### config.mk
export PLATFORM = sky130hd
export DESIGN_NAME = hazard_scoreboard
export DESIGN_NICKNAME = d
export VERILOG_FILES = /design/src/rtl/hazard_scoreboard.sv
export SDC_FILE = /design/constraint.sdc
export NUM_CORES = 1
export LEC_CHECK = 0
export ABC_AREA = 0
export CAP_MARGIN = 20
export CORE_ASPECT_RATIO = 1.75
export CORE_MARGIN = 5
export CORE_UTILIZATION = 55
export CTS_CLUSTER_SIZE = 30
export DETAILED_ROUTE_END_ITERATION = 10
export DONT_BUFFER_PORTS = 1
export PLACE_DENSITY = 0.81
export SETUP_SLACK_MARGIN = 0.1
export SYNTH_ARGS = -nofsm -noshare
export SYNTH_HDL_FRONTEND = slang
export SYNTH_SLANG_ARGS = --single-unit
### constraint.sdc
create_clock -name clk -period 4.3 [get_ports clk]
set_input_delay 0.215 -clock clk [delete_from_list [all_inputs] [get_ports clk]]
set_output_delay 0.215 -clock clk [all_outputs]
set_load 0.01 [all_outputs]
### src/rtl/hazard_scoreboard.sv
// Hazard scoreboard for the 5-stage RV32 pipeline: load-use and mul/div
// scoreboard stalls, branch flushes, and the mul/div completion tracker.
module hazard_scoreboard #(
  parameter int unsigned MD_LAT = 4,
  parameter int unsigned CNT_W  = 32
) (
  input  logic             clk,
  input  logic             rst,
  input  logic [4:0]       rs1D,
  input  logic [4:0]       rs2D,
  input  logic [4:0]       rdD,
  input  logic             RegWriteD,
  input  logic             MdOpD,
  input  logic [4:0]       rdE,
  input  logic             RegWriteE,
  input  logic             MemReadE,
  input  logic             MdStartE,
  input  logic             PCSrcE,
  output logic             StallF,
  output logic             StallD,
  output logic             FlushD,
  output logic             FlushE,
  output logic             MdBusy,
  output logic             MdDone,
  output logic [4:0]       MdRd,
  output logic [31:0]      Pending,
  output logic [CNT_W-1:0] StallCount
);

  typedef enum logic {
    MD_IDLE,
    MD_BUSY
  } md_state_e;

  if (MD_LAT < 2 || MD_LAT > 15) begin : g_bad_md_lat
    $error("hazard_scoreboard: MD_LAT must be in 2..15");
  end

  md_state_e        state_q, state_d;
  logic [3:0]       cd_q, cd_d;
  logic [4:0]       md_rd_q, md_rd_d;
  logic [31:0]      pend_q, pend_d;
  logic [CNT_W-1:0] stall_cnt_q, stall_cnt_d;

  logic lu;
  logic sb;
  logic hold;
  logic busy;

  assign busy = (state_q == MD_BUSY);

  // Hazard detection and stall/flush generation
  always_comb begin
    lu   = MemReadE & RegWriteE & (rdE != '0) & ((rdE == rs1D) | (rdE == rs2D));
    sb   = pend_q[rs1D] | pend_q[rs2D] | (RegWriteD & pend_q[rdD])
         | (MdOpD & (busy | MdStartE));
    hold = (lu | sb) & ~PCSrcE;
  end

  assign StallF     = hold;
  assign StallD     = hold;
  assign FlushD     = PCSrcE;
  assign FlushE     = hold | PCSrcE;
  assign MdBusy     = busy;
  assign MdDone     = busy & (cd_q == '0);
  assign MdRd       = md_rd_q;
  assign Pending    = pend_q;
  assign StallCount = stall_cnt_q;

  // Issue is only accepted from idle, so a completion clear and a new set
  // never land on the same edge.
  always_comb begin
    state_d = state_q;
    cd_d    = cd_q;
    md_rd_d = md_rd_q;
    pend_d  = pend_q;
    unique case (state_q)
      MD_IDLE: begin
        if (MdStartE) begin
          state_d = MD_BUSY;
          md_rd_d = rdE;
          cd_d    = 4'(MD_LAT - 1);
          if (rdE != '0) pend_d[rdE] = 1'b1;
        end
      end
      MD_BUSY: begin
        if (cd_q == '0) begin
          state_d         = MD_IDLE;
          pend_d[md_rd_q] = 1'b0;
        end else begin
          cd_d = cd_q - 4'd1;
        end
      end
      default: state_d = MD_IDLE;
    endcase
    pend_d[0] = 1'b0;
  end

  always_comb begin
    stall_cnt_d = stall_cnt_q;
    if (hold && (stall_cnt_q != '1)) stall_cnt_d = stall_cnt_q + CNT_W'(1);
  end

  always_ff @(posedge clk or posedge rst) begin
    if (rst) begin
      state_q     <= MD_IDLE;
      cd_q        <= '0;
      md_rd_q     <= '0;
      pend_q      <= '0;
      stall_cnt_q <= '0;
    end else begin
      state_q     <= state_d;
      cd_q        <= cd_d;
      md_rd_q     <= md_rd_d;
      pend_q      <= pend_d;
      stall_cnt_q <= stall_cnt_d;
    end
  end

  a_no_issue_while_busy: assert property (@(posedge clk) disable iff (rst)
    !(MdStartE && busy));

endmodule

Word level (Yosys, flattened, before mapping):

Index checks and enable logic that the tools add are counted.

* flip-flop bits (word level): 73
* output and inout bits: 75
* word-level logic and storage cells: 68

* add/subtract/negate cells: 2
* $lt $le $gt $ge: 7
* equal/unequal tests: 7
* muxes and demuxes: 20
* bitwise gates (word level): 19
* reduce and logical (&&, ||, !) cells: 8

Operators by type and width (count)
* $mux 32: 3
* $pmux 32 s2: 1
* $add 32x1->32 const B: 1
* $and 32x32->32: 1
* $ne 32x32->1 const B: 1
* $not 32->32: 1
* $or 32x32->32: 1
* $lt 5x6->1 const B: 5
* $bmux 1 s5: 3
* $demux 1 s5: 2
* $eq 5x5->1: 2
* $ge 5x1->1 const B: 2
* $mux 4: 2
* $pmux 4 s2: 1
* $and 1x1->1: 7
* $mux 1: 7
* $or 1x1->1: 7
* $ne 2x2->1 const B: 3
* $reduce_bool 5->1: 1
* $logic_not 4->1: 1
* $reduce_and 2->1: 2
* $sub 4x1->4 const B: 1
* $logic_and 1x1->1: 3
* $reduce_and 3->1: 1
* other kinds (3): 4

Depth between registers and ports, before layout:

Gate-level depths: netlist (run 1).

* word-level depth: 8
* mapped depth: 10
* mapped depth without buffers: 8

Worst setup path after synthesis (run 1):

Ideal clock, no wire load.

* kind: reg-to-reg
* from: register pend_q[21] (netlist: Pending[21])
* to: register stall_cnt_q[17] (netlist: StallCount[17])
* setup time: 0.134 ns
* arrival time: 2.228 ns
* setup slack: 1.938 ns
* cell stages (with the launch flop): 10
* clock period less this slack: 2.362 ns
* path through: dfrtp_1 -> mux4_2 -> o22ai_1 -> nor4b_1 -> o41ai_4 -> nand4_4 -> o21ai_4 -> buf_6 -> nor4_2 -> xor2_1

* word-level cells in the longest chain between the ends: 8
* elaborated cells between the ends (all ways): 13

Ends and longest elaborated chain
* start: declaration: RTL line 42 `logic [31:0] pend_q, pend_d;`
* start signal: assignment: RTL line 115 `pend_q <= pend_d;`
* $bmux 1 s5: RTL line 55 `sb = pend_q[rs1D] | pend_q[rs2D] | (RegWriteD & pend_q[rdD])`
* $mux 1 (not written as such): RTL line 55
* $or 1x1->1 / $and 1x1->1 (equally long branches): RTL line 55
* $or 1x1->1 (*): RTL line 55
* $or 1x1->1 (*): RTL line 56 `| (MdOpD & (busy | MdStartE));`
* $or 1x1->1 (*): RTL line 57 `hold = (lu | sb) & ~PCSrcE;`
* $and 1x1->1 (*): RTL line 57
* $logic_and 1x1->1 (*): RTL line 101 `if (hold && (stall_cnt_q != '1)) stall_cnt_d = stall_cnt_q + CNT_W'(1);`
* end signal: assignment: RTL line 116 `stall_cnt_q <= stall_cnt_d;`
* end: declaration: RTL line 43 `logic [CNT_W-1:0] stall_cnt_q, stall_cnt_d;`

Mark *: on every way between the ends. The rest lies on a longest branch, timed or not. The select of a mux whose other input is x is not followed.
A chain may end at the register's enable or synchronous reset.

Worst setup path after layout (run 1):

* from: register pend_q[20] (netlist: Pending[20])
* to: output port FlushE

* word-level cells in the longest chain between the ends: 8
* elaborated cells between the ends (all ways): 13

Ends and longest elaborated chain
* $bmux 1 s5: RTL line 55
* $mux 1 (not written as such): RTL line 55
* $or 1x1->1 / $and 1x1->1 (equally long branches): RTL line 55
* $or 1x1->1 (*): RTL line 55
* $or 1x1->1 (*): RTL line 56
* $or 1x1->1 (*): RTL line 57
* $and 1x1->1 (*): RTL line 57
* $or 1x1->1 (*): RTL line 63 `assign FlushE = hold | PCSrcE;`
* end: declaration: RTL line 22 `output logic FlushE,`

Marks and branches as above.

==> impl_metrics.csv, run 1 <==
group,metric,value,unit
status,status,"finished clean",
routing,vias,3597,
yosys,synth_area,4438,um2
routing,routed_wl,12430,um
layout,final_cells,538,
yosys,ys_seq_elements,73,
timing,tns,0,ns
global_route,grt_max_degree,47,
pwr,power_frac_clock,29.4,%
clock_tree,htree_levels,3,
routing,drtIter0Drc,185,
hold_path,hold_class,"primary input to flip-flop",
yosys,async_flop_share,100.0,%
clock_tree,clkLatencyLatePin,0.34,ns
setup_path,r2r_start,"Pending[20]",
timing,grt_setup_unrepaired,"false",
floorplan,io_pins,103,
timing,period_needed,2.873,ns
setup_path,cp.arrival,2.66,ns
floorplan,die_w,77.91,um
routing,firstDrtPassIters,5,
yosys,synthMuxAreaShare,11.76,%
routing,via_per_inst,6.686,
global_route,grt_overflow_total,0,
routing,ant_nets,0,
timing,setup_violations,0,
yosys,synth_top_family_by_area,"simple AND/OR/NAND/NOR gates",
clock_tree,cts_buffers,9,
yosys,syn_inst,451,
hold_path,hold_start,"rdE[4]",
clock_tree,clk_pin_slew,0.06,ns
placement,gp_congestion,0.9408,
routing,drcViolationCount,0,
setup_path,cp.required,4.09,ns
clock_tree,postCtsResizedCells,0,
yosys,synth-edff-count,0,
yosys,ys_seq_area_share,41.16,%
timing,skew,0.006484,ns
placement,place_ws,1.574,ns
layout,diodes,0,
timing,hold_viol_final,0,
clock_tree,cts.path.max_buffers,2,
floorplan,chipHeight,128.8,um
pwr,p_per_area,569.4,nW/um2
timing,fmax,348.1,MHz
layout,fin_nets,473,
floorplan,die_area,10040,um2
pwr,power.share.combinational,24.3,%
clock_tree,cts_sinks,73,
pwr,irDropWorstVdd,434.8,uV
setup_path,cp-start-kind,"flip-flop",
yosys,synth_ff_type,"dfrtp_1",
global_route,grt_util_all_layers,25.29,%
floorplan,fp.coreArea,7909,um2
layout,layout-drive-gt1-share,11.61,%
setup_path,worst-setup-path-type,"flip-flop to primary output",
floorplan,start_util,56.11,%
timing,finalMaxSlewViolations,0,
timing,period_share,66.81,%
yosys,synth_compound_area_share,11.70,%
setup_path,worst-path-max-fanout,5,
setup_path,crit_start,"Pending[20]",
routing,wl_per_cell,23.10,um
layout,syn_to_final_growth,7.781,%
yosys,avgSynthCellArea,9.840,um2
yosys,synth_area_leaders,"dfrtp_1, mux4_2, o21ai_0",
clock_tree,cts_tree,"built",
global_route,grt_pass1_vias,3674,
placement,dp.cells,517,
setup_path,worstSetupEndpointType,"primary output",
timing,tightest_slew,0.9606,ns
pwr,intPower,1.715,mW
yosys,yosysWarningCount,0,
yosys,synth_top_area_share,41.16,%
placement,place_hpwl,9407,um
pwr,power.switching,1.009,mW
global_route,antenna_found_initial,0,
pwr,sw_frac_of_total,37.03,%
layout,n_fill_cell,609,
yosys,yosys.cell_types.count,54,
yosys,synthesis.nets,481,
timing,slew_headroom,35.28,%
yosys,synth-xor-area-share,8.091,%
clock_tree,root_buffer,"clkbuf_16",
pwr,seqPwrFrac,46.3,%
floorplan,row_count,43,
yosys,synth.largest_area_cell,"dfrtp_1",
pwr,leakage,1.878,nW
yosys,synth-simple-area-share,22.16,%
placement,io_buffer_count,0,
global_route,grt_first_pass_wirelength,19420,um
timing,post-route-worst-setup-slack,1.427,ns
run,max_cap_violations,0,
yosys,synth_fa_ha_area_share,0.5639,%
==> critical path, stage by stage (launching register included) <==
cell	delay [ns]
dfrtp_1	0.48
mux4_2	0.50
o22ai_1	0.18
nor4b_1	0.10
o41ai_4	0.44
nand4_4	0.19
or3_1	0.42
==> power by group through the flow <==
stage	sequential, mW	clock, mW	combinational, mW
4_1_cts	1.26	0.814	0.655
3_3_place_gp	1.25	0	0.619
2_1_floorplan	1.13	0	0.582
5_1_grt	1.30	0.849	0.733
3_5_place_dp	1.27	0	0.646
6_report	1.26	0.800	0.662
==> state kept, by name, indices dropped and copies added, names as in the netlist <==
signal      flops
MdRd            5
MdBusy          1
Pending        31
StallCount     32
cd_q            4
==> layout make-up <==
cell class / instances / area, um2 / share of cell area, %
clock inverter: 5 / 78.83 / 1.648
inverter: 14 / 52.55 / 1.099
multi-input combinational: 339 / 2412 / 50.43
tap: 90 / 112.6 / 2.354
clock buffer: 11 / 242.7 / 5.075
timing repair buffer: 6 / 57.56 / 1.203
sequential: 73 / 1827 / 38.19
==> layer usage <==
metal / up-vias / track usage, % / routed length (um)
met5: - / 0 / 0
met4: 0 / 12.34 / 415
met3: 39 / 10.50 / 1158
met2: 190 / 46.43 / 6894
met1: 1762 / 23.58 / 3960
li1: 1606 / - / -
==> layout by cell type, fill, tap and decap left out, types with 8 or more instances in the layout <==
master and count:
inv_1 13, nor2b_1 15, nor2_1 25, nand2_1 48, clkbuf_16 9, mux2_2 9, mux4_2 16, dfrtp_1 73
xnor2_1 15, nand4_1 8, nand2b_1 8, nand3_1 17, xor2_1 26, nor3_1 16, o21ai_0 60
==> cells by family after synthesis <==
| family | Yosys count |
|---|---|
| simple gates | 180 |
| buf+inv | 39 |
| flops | 73 |
| compound gates | 84 |
| other cells | 1 |
| mux | 31 |
| xor+xnor | 41 |
| fa+ha+maj | 2 |
==> final timing paths <==
path / slack, ns / end / cells past startpoint
worst max register to register: 1.49 / StallCount[27] / 8
min in group asynchronous: 0.55 / StallCount[5] / 2
max in group asynchronous: 2.86 / MdRd[0] / 3
worst min register to register: 0.49 / cd_q[0] / 1
worst min-delay path: 0.12 / Pending[1] / 3
worst max-delay path: 1.43 / FlushE / 6
==> timing repair <==
action,CTS,global route
hold endpoints to repair,9,0
setup endpoints to repair,0,0
hold buffers,5,0
buffers inserted,0,0
==> synth_stat cells, types with 4 or more instances <==
master,instances
dfrtp_1,73
o21ai_0,60
nand2_1,48
xor2_1,26
nor2_1,25
nand3_1,17
mux4_2,16
nor3_1,16
nor2b_1,15
xnor2_1,15
inv_1,14
clkbuf_1,11
mux2_2,9
nand2b_1,8
nand4_1,8
buf_2,6
mux2i_1,6
nor4_1,6
nand3b_1,5
or3_1,5
and3_1,4
buf_4,4
buf_6,4
==> per-stage QoR <==
| stage | hold slack, ns | total power, mW | utilization, % | instance area, um2 |
|---|---|---|---|---|
| after floorplan | 0.4566 | 1.711 | - | 4438 |
| after global placement | 0.3210 | 1.874 | 55.78 | 4412 |
| after detailed placement | 0.3263 | 1.915 | 55.78 | 4412 |
| after CTS | 0.1011 | 2.730 | 60.48 | 4783 |
| after global routing | 0.1180 | 2.883 | 60.48 | 4783 |
| final | 0.1158 | 2.724 | 60.48 | 4783 |
Note: power is estimated with default switching activity, not from simulation.
==> run 2, diff against run 1 <==
--- a/config.mk
+++ b/config.mk
@@ -5,7 +5,7 @@
 export SDC_FILE = /design/constraint.sdc
 export NUM_CORES = 1
 export LEC_CHECK = 0
-export ABC_AREA = 0
+export ABC_AREA = 1
 export CAP_MARGIN = 20
 export CORE_ASPECT_RATIO = 1.75
 export CORE_MARGIN = 5
@@ -13,7 +13,7 @@
 export CTS_CLUSTER_SIZE = 30
 export DETAILED_ROUTE_END_ITERATION = 10
 export DONT_BUFFER_PORTS = 1
-export PLACE_DENSITY = 0.81
+export PLACE_DENSITY = 0.84
 export SETUP_SLACK_MARGIN = 0.1
 export SYNTH_ARGS = -nofsm -noshare
 export SYNTH_HDL_FRONTEND = slang
==> constraint.sdc (replaced) <==
create_clock -name clk -period 2.5 [get_ports clk]
set_input_delay 0.125 -clock clk [delete_from_list [all_inputs] [get_ports clk]]
set_output_delay 0.125 -clock clk [all_outputs]
set_load 0.01 [all_outputs]
==> run 2 against run 1 <==
Final cell count grew 62%; area after synthesis rose by 15%; combinational power increased by 99%; die area grew 14%; via count is 49% higher; register-to-register slack got worse by 1.2 ns; clock power increased by 62%; flip-flop and latch count is the same; utilization is 0.69 points higher; non-clock buffer count up 18; sequential power is 52% higher; sequential share of layout area down 5.4 points; critical endpoint is now StallCount[18]; largest cell class unchanged.
==> impl_metrics.csv, run 2 <==
group,metric,value,unit
pwr,seqPwrFrac,42.3,%
setup_path,reg2reg_slack,0.28,ns
layout,syn_to_final_growth,8.864,%
pwr,power_frac_clock,28.7,%
floorplan,io_pins,103,
yosys,synth.largest_area_cell,"dfrtp_1",
global_route,grt_overflow_total,0,
setup_path,worstSetupEndpointType,"flip-flop",
layout,multi_input_area,2746,um2
layout,layout_commonest_cell,"nand2_1",
setup_path,worst-path-max-fanout,32,
clock_tree,clkLatencyLatePin,0.34,ns
pwr,power.share.combinational,29.0,%
placement,place_hpwl,13340,um
layout,mostFrequentLayoutCells,"nand2_1, nand3_1, inv_1",
pwr,p_per_area,816.4,nW/um2
routing,ant_nets,0,
clock_tree,root_buffer,"clkbuf_16",
setup_path,cp-start-kind,"flip-flop",
setup_path,cp.required,2.76,ns
pwr,irDropWorstVdd,557.4,uV
placement,io_buffer_count,0,
setup_path,r2r_start,"StallCount[1]",
yosys,synth_top_area_share,35.75,%
routing,wl_per_cell,20.01,um
yosys,synth_area,5110,um2
yosys,synth_common_cells,"nand2_1, nand3_1, inv_1",
yosys,avgSynthCellArea,6.859,um2
timing,grt_setup_unrepaired,"false",
floorplan,chipHeight,137.5,um
routing,via_per_inst,6.138,
clock_tree,cts_tree,"built",
layout,seqCellArea,1827,um2
timing,tightest_slew,0.9404,ns
clock_tree,cts_buffers,9,
layout,fin_nets,777,
timing,tns,0,ns
global_route,grt_pass1_vias,5397,
timing,period_needed,2.225,ns
yosys,synth_ff_type,"dfrtp_1",
timing,finalMaxSlewViolations,0,
status,status,"finished clean",
global_route,grt_util_all_layers,30.66,%
setup_path,crit_start,"StallCount[1]",
yosys,synth_area_leaders,"dfrtp_1, nand2_1, nand3_1",
setup_path,ff2ff_path_depth,12,
setup_path,reg2reg_to,"StallCount[18]",
yosys,yosysWarningCount,0,
yosys,yosysMostFrequentCell,"nand2_1",
yosys,synth-edff-count,0,
clock_tree,cts.path.max_buffers,2,
floorplan,die_w,82.86,um
routing,drcViolationCount,0,
yosys,ys_seq_elements,73,
clock_tree,htree_levels,3,
timing,fmax,449.5,MHz
placement,dp.cells,851,
yosys,yosys.cell_types.count,36,
routing,routed_wl,17450,um
hold_path,hold_class,"primary input to flip-flop",
floorplan,start_util,56.19,%
layout,final_cells,872,
layout,layout-drive-gt1-share,7.181,%
pwr,leakage,2.745,nW
global_route,grt_max_degree,74,
pwr,power,4.542,mW
global_route,grt_first_pass_wirelength,27340,um
clock_tree,cts_sinks,73,
clock_tree,clk_pin_slew,0.06,ns
timing,skew,0.01213,ns
pwr,intPower,2.688,mW
yosys,synthesis.nets,775,
floorplan,fp.coreArea,9094,um2
yosys,ys_seq_area_share,35.75,%
timing,period_share,88.99,%
global_route,antenna_found_initial,0,
routing,firstDrtPassIters,6,
run,max_cap_violations,0,
routing,drtIter0Drc,514,
placement,gp_congestion,1.026,
timing,slew_headroom,37.31,%
clock_tree,cts_setup_buffers,0,
floorplan,row_count,46,
yosys,syn_inst,745,
layout,n_fill_cell,878,
setup_path,crit_end,"StallCount[18]",
setup_path,worst-setup-path-type,"flip-flop to flip-flop",
floorplan,die_area,11390,um2
pwr,sw_frac_of_total,40.82,%
placement,dpl-instance-area,5206,um2
timing,setup_violations,0,
layout,largest_register_ffs,32,
routing,vias,5352,
layout,diodes,0,
setup_path,cp.arrival,2.49,ns
pwr,power.switching,1.854,mW
yosys,async_flop_share,100.0,%
layout,design_area,5563,um2
timing,hold_viol_final,0,
[run 2: logic make-up (layout without fill, tap and decap cells)]
kind of cell,Yosys count,count (layout),synth area share (%)
compound gates,101,101,10.90
xor+xnor,37,37,6.342
fa+ha+maj,2,2,0.4896
buf+inv,122,129,10.68
flops,73,73,35.75
other cells,1,1,0.07339
simple gates,409,409,35.77
[run 2: stage by stage]
step / hold WS (ns) / setup WS, ns / utilization [%]
CTS: 0.01632 / 0.2822 / 61.08
finish: 0.02479 / 0.2753 / 61.17
global route: 0.02254 / 0.1169 / 61.17
global placement: 0.2251 / 0.4233 / 57.25
floorplan: 0.3015 / 0.5217 / -
detailed placement: 0.2269 / 0.2865 / 57.25
[run 2: worst min path at each step]
| stage | depth (start not counted) | to | slack (ns) | from |
|---|---|---|---|---|
| after floorplan | 1 | StallD | 0.30 | PCSrcE |
| after global placement | 1 | Pending[2] | 0.23 | rdE[0] |
| after detailed placement | 1 | Pending[2] | 0.23 | rdE[0] |
| after CTS | 2 | Pending[3] | 0.02 | rdE[0] |
| after global routing | 2 | Pending[3] | 0.02 | rdE[0] |
| final | 2 | Pending[3] | 0.02 | rdE[0] |
[run 2: critical path, stage by stage (launching register included)]
cell     delay [ns]
dfrtp_1        0.35
ha_1           0.23
nand2_1        0.11
nor2_2         0.16
nand4_2        0.15
nor2_2         0.16
nand4_1        0.09
nor2_1         0.20
nand4_4        0.20
nand3_2        0.16
buf_12         0.19
nand2_1        0.07
nand2_1        0.08
[run 2: timing repair]
| item | in CTS | in global routing |
|---|---|---|
| endpoints found under the setup margin | 0 | 4 |
| hold buffers | 5 | 0 |
| hold endpoints to repair | 40 | 0 |
| resized for setup | 0 | 1 |
[run 2: layout make-up]
class,instances,share of cell area (%)
Multi-Input combinational cell,550,49.37
Sequential cell,73,32.84
Inverter,89,6.050
Clock buffer,11,4.363
Timing Repair Buffer,24,3.689
Tap cell,120,2.699
Clock inverter,5,0.9897
[run 2: power groups by stage]
stage	clock network (mW)	registers [mW]	logic, mW
2_1_floorplan	0	1.82	0.950
3_3_place_gp	0	1.93	1.24
3_5_place_dp	0	1.94	1.28
4_1_cts	1.31	1.92	1.30
5_1_grt	1.36	1.97	1.48
6_report	1.30	1.92	1.32
[run 2: layer usage]
metal / global-route usage (%) / routed length [um]
met1: 28.13 / 5443
met2: 54.64 / 8922
met3: 9.216 / 1589
met4: 26.55 / 1491
met5: 0 / 0
==> run 3, diff against run 2 <==
--- a/config.mk
+++ b/config.mk
@@ -8,12 +8,12 @@
 export ABC_AREA = 1
 export CAP_MARGIN = 20
 export CORE_ASPECT_RATIO = 1.75
-export CORE_MARGIN = 5
-export CORE_UTILIZATION = 55
+export CORE_MARGIN = 8
+export CORE_UTILIZATION = 30
 export CTS_CLUSTER_SIZE = 30
 export DETAILED_ROUTE_END_ITERATION = 10
 export DONT_BUFFER_PORTS = 1
-export PLACE_DENSITY = 0.84
+export PLACE_DENSITY = 0.56
 export SETUP_SLACK_MARGIN = 0.1
 export SYNTH_ARGS = -nofsm -noshare
 export SYNTH_HDL_FRONTEND = slang
==> run 3 against run 2 <==
Register-to-register slack better by 0.13 ns; die area rose by 90%; critical path depth down 3; via count down 2.8%; sequential share of layout area fell by 0.88 points; clock skew is essentially flat; sequential power grew 2%; non-clock buffer count fell by 4; clock-buffer cell count is 1 lower; wire length is 16% higher; clock power increased by 17%; critical endpoint is now StallD; largest power group unchanged; highest routed layer unchanged.
==> impl_metrics.csv, run 3 (synthesized netlist as in run 2, its figures left out) <==
group,metric,value,unit
status,status,"finished clean",
layout,mostFrequentLayoutCells,"nand2_1, nand3_1, inv_1",
clock_tree,cts_buffers,9,
layout,diodes,0,
setup_path,cp-start-kind,"flip-flop",
floorplan,die_w,114.7,um
routing,top_layer_used,"met4",
layout,seqCellArea,1827,um2
routing,route.met3.wl,1421,um
hold_path,hold_class,"primary input to flip-flop",
floorplan,fp.coreArea,16790,um2
timing,grt_setup_unrepaired,"false",
layout,largest_register_ffs,32,
clock_tree,htree_levels,3,
global_route,grt_overflow_total,0,
clock_tree,clkLatencyLatePin,0.34,ns
placement,gp_congestion,0.9572,
routing,dr_wl_met2,11290,um
placement,place_hpwl,15490,um
timing,slew_headroom,58.41,%
global_route,grt_pass1_vias,5282,
setup_path,worstSetupEndpointType,"primary output",
layout,syn_to_final_growth,11.88,%
routing,via_per_inst,5.343,
global_route,grt_first_pass_wirelength,30790,um
routing,ant_nets,0,
routing,drtIter0Drc,348,
pwr,p_per_area,841.3,nW/um2
routing,met1_length,6214,um
timing,period_needed,2.097,ns
floorplan,chipHeight,188.7,um
clock_tree,root_buffer,"clkbuf_16",
setup_path,cp.arrival,1.97,ns
routing,routed_wl,20240,um
floorplan,io_pins,103,
global_route,grt_util_all_layers,18.95,%
layout,fin_nets,773,
routing,wl_per_cell,20.78,um
floorplan,row_count,63,
routing,vias,5204,
global_route,antenna_found_initial,0,
pwr,leakage,2.749,nW
layout,final_util,34.05,%
floorplan,die_area,21630,um2
timing,skew,0.01209,ns
layout,n_fill_cell,1839,
setup_path,worst-setup-path-type,"flip-flop to primary output",
layout,layout-drive-gt1-share,6.693,%
run,max_cap_violations,0,
placement,io_buffer_count,0,
timing,tightest_slew,0.6231,ns
clock_tree,clk_pin_slew,0.06,ns
global_route,grt_max_degree,42,
timing,tns,0,ns
timing,setup_violations,0,
timing,fmax,476.8,MHz
setup_path,cp.required,2.38,ns
floorplan,start_util,30.43,%
timing,finalMaxSlewViolations,0,
routing,drcViolationCount,0,
clock_tree,cts_sinks,73,
setup_path,worst-path-max-fanout,3,
layout,layout_commonest_cell,"nand2_1",
clock_tree,cts_tree,"built",
timing,period_share,83.89,%
clock_tree,cts.path.max_buffers,2,
timing,hold_viol_final,0,
routing,firstDrtPassIters,4,
pwr,irDropWorstVdd,288.3,uV
layout,multi_input_area,2738,um2
## run 3: cell count changes in the layout (fill, tap and decap cells not counted)
cell        previous run  this run
nand4_2                1         2
clkbuf_1               1         0
buf_4                 18        13
buf_12                 1         2
clkinv_4               0         1
bufinv_16              1         3
inv_2                  6         5
nand4_4                1         0
clkinvlp_4             2         0
## run 3: path summary, 6_finish.rpt
kind | from | endpoint | slack [ns] | depth (start not counted)
worst max-delay path | Pending[25] | StallD | 0.40 | 9
worst min-delay path | rdE[0] | Pending[3] | 0.03 | 2
worst max register to register | StallCount[4] | StallCount[25] | 0.40 | 11
worst min register to register | cd_q[1] | cd_q[1] | 0.51 | 2
max in group asynchronous | rst | Pending[5] | 1.55 | 3
min in group asynchronous | rst | StallCount[7] | 0.31 | 2
## run 3: routing by layer
metal	up-vias	track usage, %
met4	0	12.88
li1	2449	-
met3	75	4.583
met1	2477	16.57
met5	-	0
met2	203	36.35
## run 3: worst max-delay path, cell delays in order, from the launching register on
cell and delay [ns]:
dfrtp_1 0.47, inv_1 0.12, a21oi_1 0.15, o21ai_0 0.10, nand3_1 0.09, nand3_1 0.08, nand3_1 0.08, nand3_1 0.17
a31oi_1 0.21, buf_4 0.17
## run 3: timing repair
item                      4_1_cts  5_1_grt
gates resized for setup         0        0
buffers inserted                0        0
hold endpoints to repair       38        0
hold buffers                    5        0
## run 3: report_power, final
part           switching, mW  leakage [nW]  total [mW]  internal [mW]
logic                  0.892          1.72        1.33          0.438
clock network          0.520         0.169        1.52          0.997
registers              0.513         0.856        1.96           1.45
total                   1.93          2.75        4.81           2.88
## run 3: area by class of cell
| cell class | instances | area share (%) |
|---|---|---|
| Inverter | 89 | 5.909 |
| Tap cell | 227 | 4.968 |
| Clock buffer | 10 | 4.180 |
| Timing Repair Buffer | 20 | 3.283 |
| Multi-Input combinational cell | 550 | 47.89 |
| Sequential cell | 73 | 31.95 |
| Clock inverter | 5 | 1.817 |
## run 3: through the flow
stage	hold WS [ns]	setup WS [ns]	power [mW]	std cells	cell area, um2
after floorplan	0.3015	0.5217	2.768	745	5110
after global placement	0.1071	0.4203	3.289	954	5324
after detailed placement	0.1015	0.4075	3.309	954	5324
after CTS	0.007581	0.3820	4.844	974	5717
after global routing	0.01912	0.1860	5.102	974	5717
final	0.02709	0.4028	4.809	974	5717
